--- src/rtl/mips_chk_pkg.sv ---
// mips_chk_pkg
// Shared types for the MIPS trace checker: per-entry check modes, the
// checker FSM states, the table entry layout and a small mode helper.
// No ports; imported by mips_chk_table and mips_trace_checker.

package mips_chk_pkg;

  // Widest observation bus the table entry layout can carry. Narrower
  // checkers zero-extend their expected values into this field.
  localparam int CHK_VAL_W = 64;

  // What a table entry asks the checker to do when its PC is visited.
  // Codes 6 and 7 are reserved and behave like MODE_NONE.
  typedef enum logic [2:0] {
    MODE_NONE   = 3'd0,
    MODE_ALU    = 3'd1,
    MODE_NEXT   = 3'd2,
    MODE_ADDR   = 3'd3,
    MODE_STORE  = 3'd4,
    MODE_FORBID = 3'd5
  } chk_mode_e;

  typedef enum logic [1:0] {
    ST_IDLE = 2'd0,
    ST_RUN  = 2'd1,
    ST_DONE = 2'd2
  } chk_state_e;

  typedef struct packed {
    chk_mode_e              mode;
    logic [CHK_VAL_W-1:0]   value;
  } chk_entry_t;

  // True for the modes that actually check something; NONE and the
  // reserved codes make the visited PC count as unknown.
  function automatic logic isCheckedMode(input logic [2:0] mode);
    return (mode >= 3'd1) && (mode <= 3'd5);
  endfunction

endpackage

--- src/rtl/mips_chk_table.sv ---
// mips_chk_table
// Expectation table: DEPTH entries of {mode, value}, one write port and a
// combinational read port. Reset returns every entry to MODE_NONE; the
// stored values are left alone because a NONE entry never looks at them.
// Ports:
//   clk, reset   rising-edge clock, synchronous active-low reset
//   i_we         write strobe (already qualified by the caller)
//   i_wIdx       entry to write
//   i_wMode      3-bit mode code to store
//   i_wValue     expected value to store
//   i_rIdx       entry to read
//   o_entry      entry at i_rIdx, value zero-extended to CHK_VAL_W

module mips_chk_table
  import mips_chk_pkg::*;
#(
  parameter int DEPTH  = 32,
  parameter int DATA_W = 32
) (
  input  logic                     clk,
  input  logic                     reset,
  input  logic                     i_we,
  input  logic [$clog2(DEPTH)-1:0] i_wIdx,
  input  logic [2:0]               i_wMode,
  input  logic [DATA_W-1:0]        i_wValue,
  input  logic [$clog2(DEPTH)-1:0] i_rIdx,
  output chk_entry_t               o_entry
);

  logic [2:0]        r_mode  [DEPTH];
  logic [DATA_W-1:0] r_value [DEPTH];

  // Mode storage doubles as the valid bit: clearing it to NONE on reset is
  // what invalidates the whole table in one cycle.
  always_ff @(posedge clk) begin
    if (!reset) begin
      for (int i = 0; i < DEPTH; i++) begin
        r_mode[i] <= MODE_NONE;
      end
    end else if (i_we) begin
      r_mode[i_wIdx] <= i_wMode;
    end
  end

  // Values need no reset; keeping them out of the reset path lets them map
  // onto plain distributed RAM.
  always_ff @(posedge clk) begin
    if (i_we) begin
      r_value[i_wIdx] <= i_wValue;
    end
  end

  // Asynchronous read so the checker can judge the current PC in the same
  // cycle it is sampled.
  always_comb begin
    o_entry       = '0;
    o_entry.mode  = chk_mode_e'(r_mode[i_rIdx]);
    o_entry.value = CHK_VAL_W'(r_value[i_rIdx]);
  end

endmodule

--- config.mk ---
export PLATFORM = sky130hd
export DESIGN_NAME = mips_chk_table
export DESIGN_NICKNAME = d
export VERILOG_FILES = /design/src/rtl/mips_chk_pkg.sv /design/src/rtl/mips_chk_table.sv
export SDC_FILE = /design/constraint.sdc
export NUM_CORES = 1
export LEC_CHECK = 0
export BUFFER_PORTS_ARGS = -buffer_cell sky130_fd_sc_hd__clkbuf_2
export CAP_MARGIN = 20
export CORE_ASPECT_RATIO = 0.75
export CORE_MARGIN = 4
export CORE_UTILIZATION = 38
export DETAILED_ROUTE_END_ITERATION = 7
export SETUP_SLACK_MARGIN = 0.3
export SYNTH_ARGS = -nofsm -noshare
export SYNTH_HDL_FRONTEND = slang
export SYNTH_SLANG_ARGS = --single-unit
--- constraint.sdc ---
create_clock -name clk -period 7.73 [get_ports clk]
set_input_delay 0.3865 -clock clk [delete_from_list [all_inputs] [get_ports clk]]
set_output_delay 0.3865 -clock clk [all_outputs]
set_load 0.05 [all_outputs]
# Word-level counts from Yosys, hierarchy flattened
# Memory sizes are Yosys's and may differ from the RTL's.
# Cells that the tools add are included.
op_classes:
  mux: 8
  reduce_logical: 1
op_table:
  columns: ["op", "count"]
  rows:
  - ["two-way mux 1 bit", 6]
  - ["two-way mux 5 bit", 1]
  - ["two-way mux 3 bit", 1]
  - ["OR reduction 3 bit", 1]
totals:
  in_bits: 48
  n_memories: 2
  ramBits: 1120
  out_inout_bits: 67
  regBits: 0
mem_list:
  columns: ["memory", "words", "width", "read_ports", "rd_clocked_by_memory_dff", "write_ports", "line", "rtl"]
  rows:
  - ["r_value", 32, 32, 1, 0, 1, "mips_chk_table.sv:31", "logic [DATA_W-1:0] r_value [DEPTH];"]
  - ["r_mode", 32, 3, 1, 0, 32, "mips_chk_table.sv:30", "logic [2:0] r_mode [DEPTH];"]

# Depth between registers and ports, before layout
# Gate-level depths: netlist (run 1).
logic_depth:
  ltp_word: 5
  depth_mapped: 7
  mapped_depth_nobuf: 5

# Worst setup path before layout (run 1)
# No wires, ideal clock.
synth_path:
  path_type: "input to register"
  from: "input i_wIdx[4]"
  to: "memory r_value[10][0], enable pin"
  path_stages: 4
  setup_ps: 421
  setup_slack_ps: 4787
  path_buffers: 2
  t_arrival_ps: 2522
  cell_sequence: "or3b_2 buf_2 buf_2 nor2_1"
synth_rtl:
  columns: ["element", "line", "rtl"]
  rows:
  - ["start, declared", "mips_chk_table.sv:23", "input logic [$clog2(DEPTH)-1:0] i_wIdx,"]
  - ["end, declared", "mips_chk_table.sv:31", null]
# Straight into the memory's write port.

==> results of run 1 <==
-- per-layer routing --
layer | GRT usage [%] | vias up
met3 | 3.71 | 171
met2 | 28.9 | 962
met4 | 4.86 | 0
met5 | 0 | -
met1 | 25.5 | 12154
li1 | - | 10440
-- metrics by stage --
step	power, mW	cells	hold slack, ns	setup slack [ns]	utilization (%)
after floorplan	7.46	2674	0.485	4.79	-
after global placement	7.70	4156	0.842	4.09	40.1
after detailed placement	7.72	4156	0.859	4.05	40.1
after CTS	12.7	4347	0.118	4.04	43.0
after global routing	13.0	4348	0.140	3.86	43.0
final	12.6	4348	0.165	3.98	43.0
-- sequential cells by signal, summed over array words and instances, names as in the netlist --
name	flops
r_mode	96
r_value	1024
-- power groups by stage --
stage | registers [mW] | logic, mW | clock network [mW]
after floorplan | 6.92 | 0.531 | 0
after global placement | 6.93 | 0.771 | 0
after detailed placement | 6.93 | 0.789 | 0
after CTS | 6.80 | 0.790 | 5.12
after global routing | 6.81 | 0.838 | 5.38
final | 6.80 | 0.787 | 5.03
-- worst max-delay path: cells and delay by family --
family          cells  cell delay (ns)
mux                 1             0.30
buf+inv             3             1.60
compound gates      2             0.54
simple gates        2             0.22
-- placed cells by master (no fill, tap or decap), drive strengths merged, types with 3 or more instances in the layout --
cell	synthesis	final
and3	6	6
nor3	35	35
a31oi	35	35
and2	16	16
nand2	125	125
nand3	111	111
conb	1	32
o21ai	26	26
nand3b	3	3
edfxtp	1120	1120
inv	6	11
nor2b	4	4
a22o	70	70
clkbuf	53	218
clkinvlp	0	8
mux2i	560	560
or2	7	7
nor2	112	112
clkinv	0	32
buf	138	52
bufinv	0	9
a21oi	105	105
a22oi	105	105
-- logic make-up (layout without fill, tap and decap cells) --
group / Yosys count / after routing
compound gates: 341 / 341
flops: 1120 / 1120
buf+inv: 197 / 330
mux: 560 / 560
simple gates: 424 / 424
other cells: 1 / 33
-- worst max path at each step --
stage	from	end	slack [ns]
after global placement	i_rIdx[0]	o_entry[22]	4.09
after floorplan	i_wIdx[4]	r_value[10][0]	4.79
after detailed placement	i_rIdx[0]	o_entry[22]	4.05
final	i_rIdx[0]	o_entry[1]	3.98
after global routing	i_rIdx[0]	o_entry[22]	3.86
after CTS	i_rIdx[0]	o_entry[1]	4.04
-- layout make-up --
class                   count  area share (%)
diodes                      1         0.00502
flip-flops and latches   1120            67.4
repair buffers            133            1.74
clock buffers             137            5.55
well taps                1540            3.86
inverters                   6          0.0451
multi-input cells        1357            20.3
clock inverters            54            1.10
==> flow_summary.ini, run 1 <==
[synthesis]
synth-seq-cells = 1120
synth_compound_gate_area_share_pct = 5.10
yosys-top-cells-count = edfxtp_1, mux2i_1, nand2_1
synthMostInstantiatedCell = edfxtp_1
ys_types = 29
synthArstFlopShare_pct = 0
synth-simple-area-share_pct = 4.23
synth_seq_area_share_pct = 75.4
synth_top_area_share_pct = 75.4
synth.avg_cell_area_um2 = 16.9
synth_area_leaders = edfxtp_1, mux2i_1, a22oi_1, a22o_1, nand3_1
synthAdderAreaFrac_pct = 0
synth_mux_area_share_pct = 12.6
ys.flop_type = edfxtp_1
yosysTopAreaCell = edfxtp_1
synthCells = 2643
synth_top_family_by_area = multiplexers
synth_edf_count = 1120
syn_area_um2 = 44600
synth_xor_area_share_pct = 0
yosysWarnings = 0

[sta]
rsz0062_at_grt = false
finalCritPeriodShare_pct = 48.5
report.final.hold_viol_count = 0
tightest_slew_ns = 1.11
finalMaxSlewViolations = 0
setup_violations = 0
max_slew_margin_pct = 26.0
setup_tns_ns = 0
fmax_mhz = 267
fin_crit_ns = 3.75

[die]
start_util_pct = 38.4
pin_count = 115
core_um2 = 116000
row_count = 108
die_w_um = 404
fp.dieArea_um2 = 123000
dieHeight_um = 305

[detailed_routing]
routed_wl_um = 114000
vias_per_cell = 5.46
wl_per_cell_um = 26.3
drc_errors = 0
wl_met1_um = 49700
firstDrtPassIters = 5
vias = 23727
dr.first_iter.drc_count = 2651
route.met3.wl_um = 8710
wl_met2_um = 53100
top_layer = met4
postRouteAntennaNets = 0

[finish]
nets = 2770
synthToLayoutAreaGrowth_pct = 11.8
fin_area_um2 = 49900
fill_cells = 10095
multi_input_area_um2 = 10100
regArea_um2 = 33600
drive_gt1_share_pct = 11.6

[clocking]
cts_resized = 0
cts_tree = yes
ctsHoldBuffers = 0
clock_sinks = 1120
path_clk_slew_ns = 0.06
cts_buffer_depth = 3
cts_htree_levels = 3
tritoncts.num_buffers = 104
ctsRootBufferMaster = clkbuf_16
cts_setup_buffers = 0

[placement]
dpl_cell_area_um2 = 46600
numPortBuffers = 82
place_congestion = 0.776
hpwl_um = 55300

[power_and_ir_drop]
seqPwrFrac_pct = 53.9
leakage_nw = 17.2
p_comb_share_pct = 6.2
netSwitchingPower_mw = 2.80
intPower_mw = 9.82
swShare_pct = 22.2
ir_worst_vdd_mv = 0.178
p_clk_share_pct = 39.9
cellPowerDensity_nw_per_um2 = 253

[critical_path]
timing_worst_setup_path_type = in -> out
path_cells = buf_8, buf_12, mux2i_1, a22o_1, nor3_1, a31oi_1, nand3_1, clkbuf_2
crit_slowest_cell = buf_12
crit_path_max_fanout = 149
cp.required_ns = 7.34
cp.arrival_ns = 3.36
cpPeakStageDelay_ns = 0.75
cp-end-kind = primary output
cp-start-kind = primary input

[global_route]
antenna_found_initial = 3
grt.overflow.total = 0
grt_max_degree = 150
grt_pass1_wl_um = 163000
grt_util_all_layers_pct = 18.1
grt_pass1_vias = 23706

[hold_path]
worstHoldEndpoint = r_mode[20][0]
min_from = i_wMode[0]
hold_depth = 2
hold_class = in -> reg

[run_status]
outcome = finished, final reports clean

[run]
maxCapViolations = 0
(Power assumes the default switching activity.)
==> inputs of run 2 (changes only) <==
- clock period: 7.73 -> 3.4 ns (I/O delays scaled with it)
==> flow_summary.ini, run 2 (synthesis gave the netlist of run 1 again) <==
[clocking]
cts_tree = yes
cts_setup_buffers = 0
clock_sinks = 1120
cts_buffer_depth = 3
cts_htree_levels = 3
ctsRootBufferMaster = clkbuf_16
tritoncts.num_buffers = 105
path_clk_slew_ns = 0.06

[detailed_routing]
routed_wl_um = 114000
drc_errors = 0
vias_per_cell = 5.48
postRouteAntennaNets = 0
dr.first_iter.drc_count = 2492
wl_per_cell_um = 25.8
vias = 24123
firstDrtPassIters = 6

[sta]
finalMaxSlewViolations = 0
setup_violations = 0
fin_crit_ns = 2.63
fmax_mhz = 380
report.final.hold_viol_count = 0
finalCritPeriodShare_pct = 77.3
holdWs_ns = 0.0723
rsz0062_at_grt = false
setup_tns_ns = 0
max_slew_margin_pct = 26.7
tightest_slew_ns = 1.10
setup_slack_ns = 0.772

[placement]
numPortBuffers = 82
place_congestion = 0.780
hpwl_um = 61700
pre_cts_ws_ns = 0.831
dpl_cell_area_um2 = 47400

[critical_path]
cp-start-kind = primary input
critical_path_depth = 8
cp.required_ns = 3.23
path_buf_inv = 3
crit_slowest_cell = buf_12
cpLargestDelayFamily = buffers and inverters
cp.arrival_ns = 2.46
cpPeakStageDelay_ns = 0.41
crit_path_max_fanout = 70
path_cells = buf_8, buf_12, mux2i_1, a22o_1, nor3_1, a31oi_1, nand3_1, clkbuf_2
cp-end-kind = primary output
timing_worst_setup_path_type = in -> out

[power_and_ir_drop]
power_mw = 28.7
swShare_pct = 22.5
leakage_nw = 17.5
ir_worst_vdd_mv = 0.393
p_clk_share_pct = 39.5
intPower_mw = 22.2
netSwitchingPower_mw = 6.47
seqPwrFrac_pct = 53.9
p_comb_share_pct = 6.5
cellPowerDensity_nw_per_um2 = 566

[global_route]
grt_util_all_layers_pct = 18.1
antenna_found_initial = 3
grt_pass1_wl_um = 164000
grt.overflow.total = 0
grt_pass1_vias = 23789
grt_max_degree = 85

[hold_path]
hold_depth = 1
worstHoldEndpoint = r_value[5][16]
hold_class = in -> reg
min_from = i_wValue[16]

[finish]
most-common-layout-cells = edfxtp_1, mux2i_1, nand2_1
synthToLayoutAreaGrowth_pct = 13.6
final_common_cell = edfxtp_1
largest_registers = r_value (1024), r_mode (96)
largest_reg_flops = 1024
regMostFlops = r_value
drive_gt1_share_pct = 12.7
fin_area_um2 = 50700
nets = 2816

[die]
row_count = 108
die_w_um = 404
dieHeight_um = 305
pin_count = 115
core_um2 = 116000
start_util_pct = 38.4
fp.dieArea_um2 = 123000

[run_status]
outcome = finished, final reports clean

[run]
maxCapViolations = 0
-- run 2: cell count changes in the layout (fill, tap and decap cells not counted), sizes merged, moves of 2 or more --
cell         previous run  this run
dlygate4sd3             0         3
clkinv                 32        47
diode                   1         3
buf                    52        94
bufinv                  9         7
clkbuf                218       210
-- run 2: worst max-delay path by stage --
stage | endpoint | startpoint
finish | o_entry[1] | i_rIdx[0]
CTS | o_entry[1] | i_rIdx[0]
global placement | o_entry[1] | i_rIdx[0]
detailed placement | o_entry[1] | i_rIdx[0]
global route | o_entry[1] | i_rIdx[0]
floorplan | r_value[10][0] | i_wIdx[4]
-- run 2: routing by layer --
metal,track usage [%],share of wire [%],vias to the layer above
li1,-,-,10539
met1,25.7,44,12456
met2,28.6,47,946
met3,3.29,6.8,182
met4,5.26,2.5,0
met5,0,0,-
-- run 2: stage by stage --
| step | util (%) | std cells |
|---|---|---|
| after floorplan | - | 2674 |
| after global placement | 40.8 | 4198 |
| after detailed placement | 40.8 | 4198 |
| after CTS | 43.7 | 4395 |
| after global routing | 43.7 | 4397 |
| final | 43.7 | 4398 |
-- run 2: cell type report --
| type | instances | area, µm² |
|---|---|---|
| repair buffers | 178 | 1700 |
| diodes | 3 | 7.51 |
| well taps | 1540 | 1930 |
| clock buffers | 129 | 2740 |
| multi-input cells | 1357 | 10100 |
| fillers | 9970 | 65400 |
| clock inverters | 65 | 541 |
| inverters | 6 | 22.5 |
| flip-flops and latches | 1120 | 33600 |
-- run 2: power groups by stage --
| stage | Sequential [mW] | Combinational (mW) | Clock (mW) |
|---|---|---|---|
| 2_1_floorplan | 15.7 | 1.21 | 0 |
| 3_3_place_gp | 15.8 | 1.84 | 0 |
| 3_5_place_dp | 15.8 | 1.87 | 0 |
| 4_1_cts | 15.5 | 1.88 | 11.5 |
| 5_1_grt | 15.5 | 1.99 | 12.1 |
| 6_report | 15.5 | 1.87 | 11.3 |
-- run 2: repair_timing --
action	CTS	global route
endpoints found under the setup margin	0	0
endpoints found under the hold margin	18	0
hold buffers	3	0
resized for setup	0	0
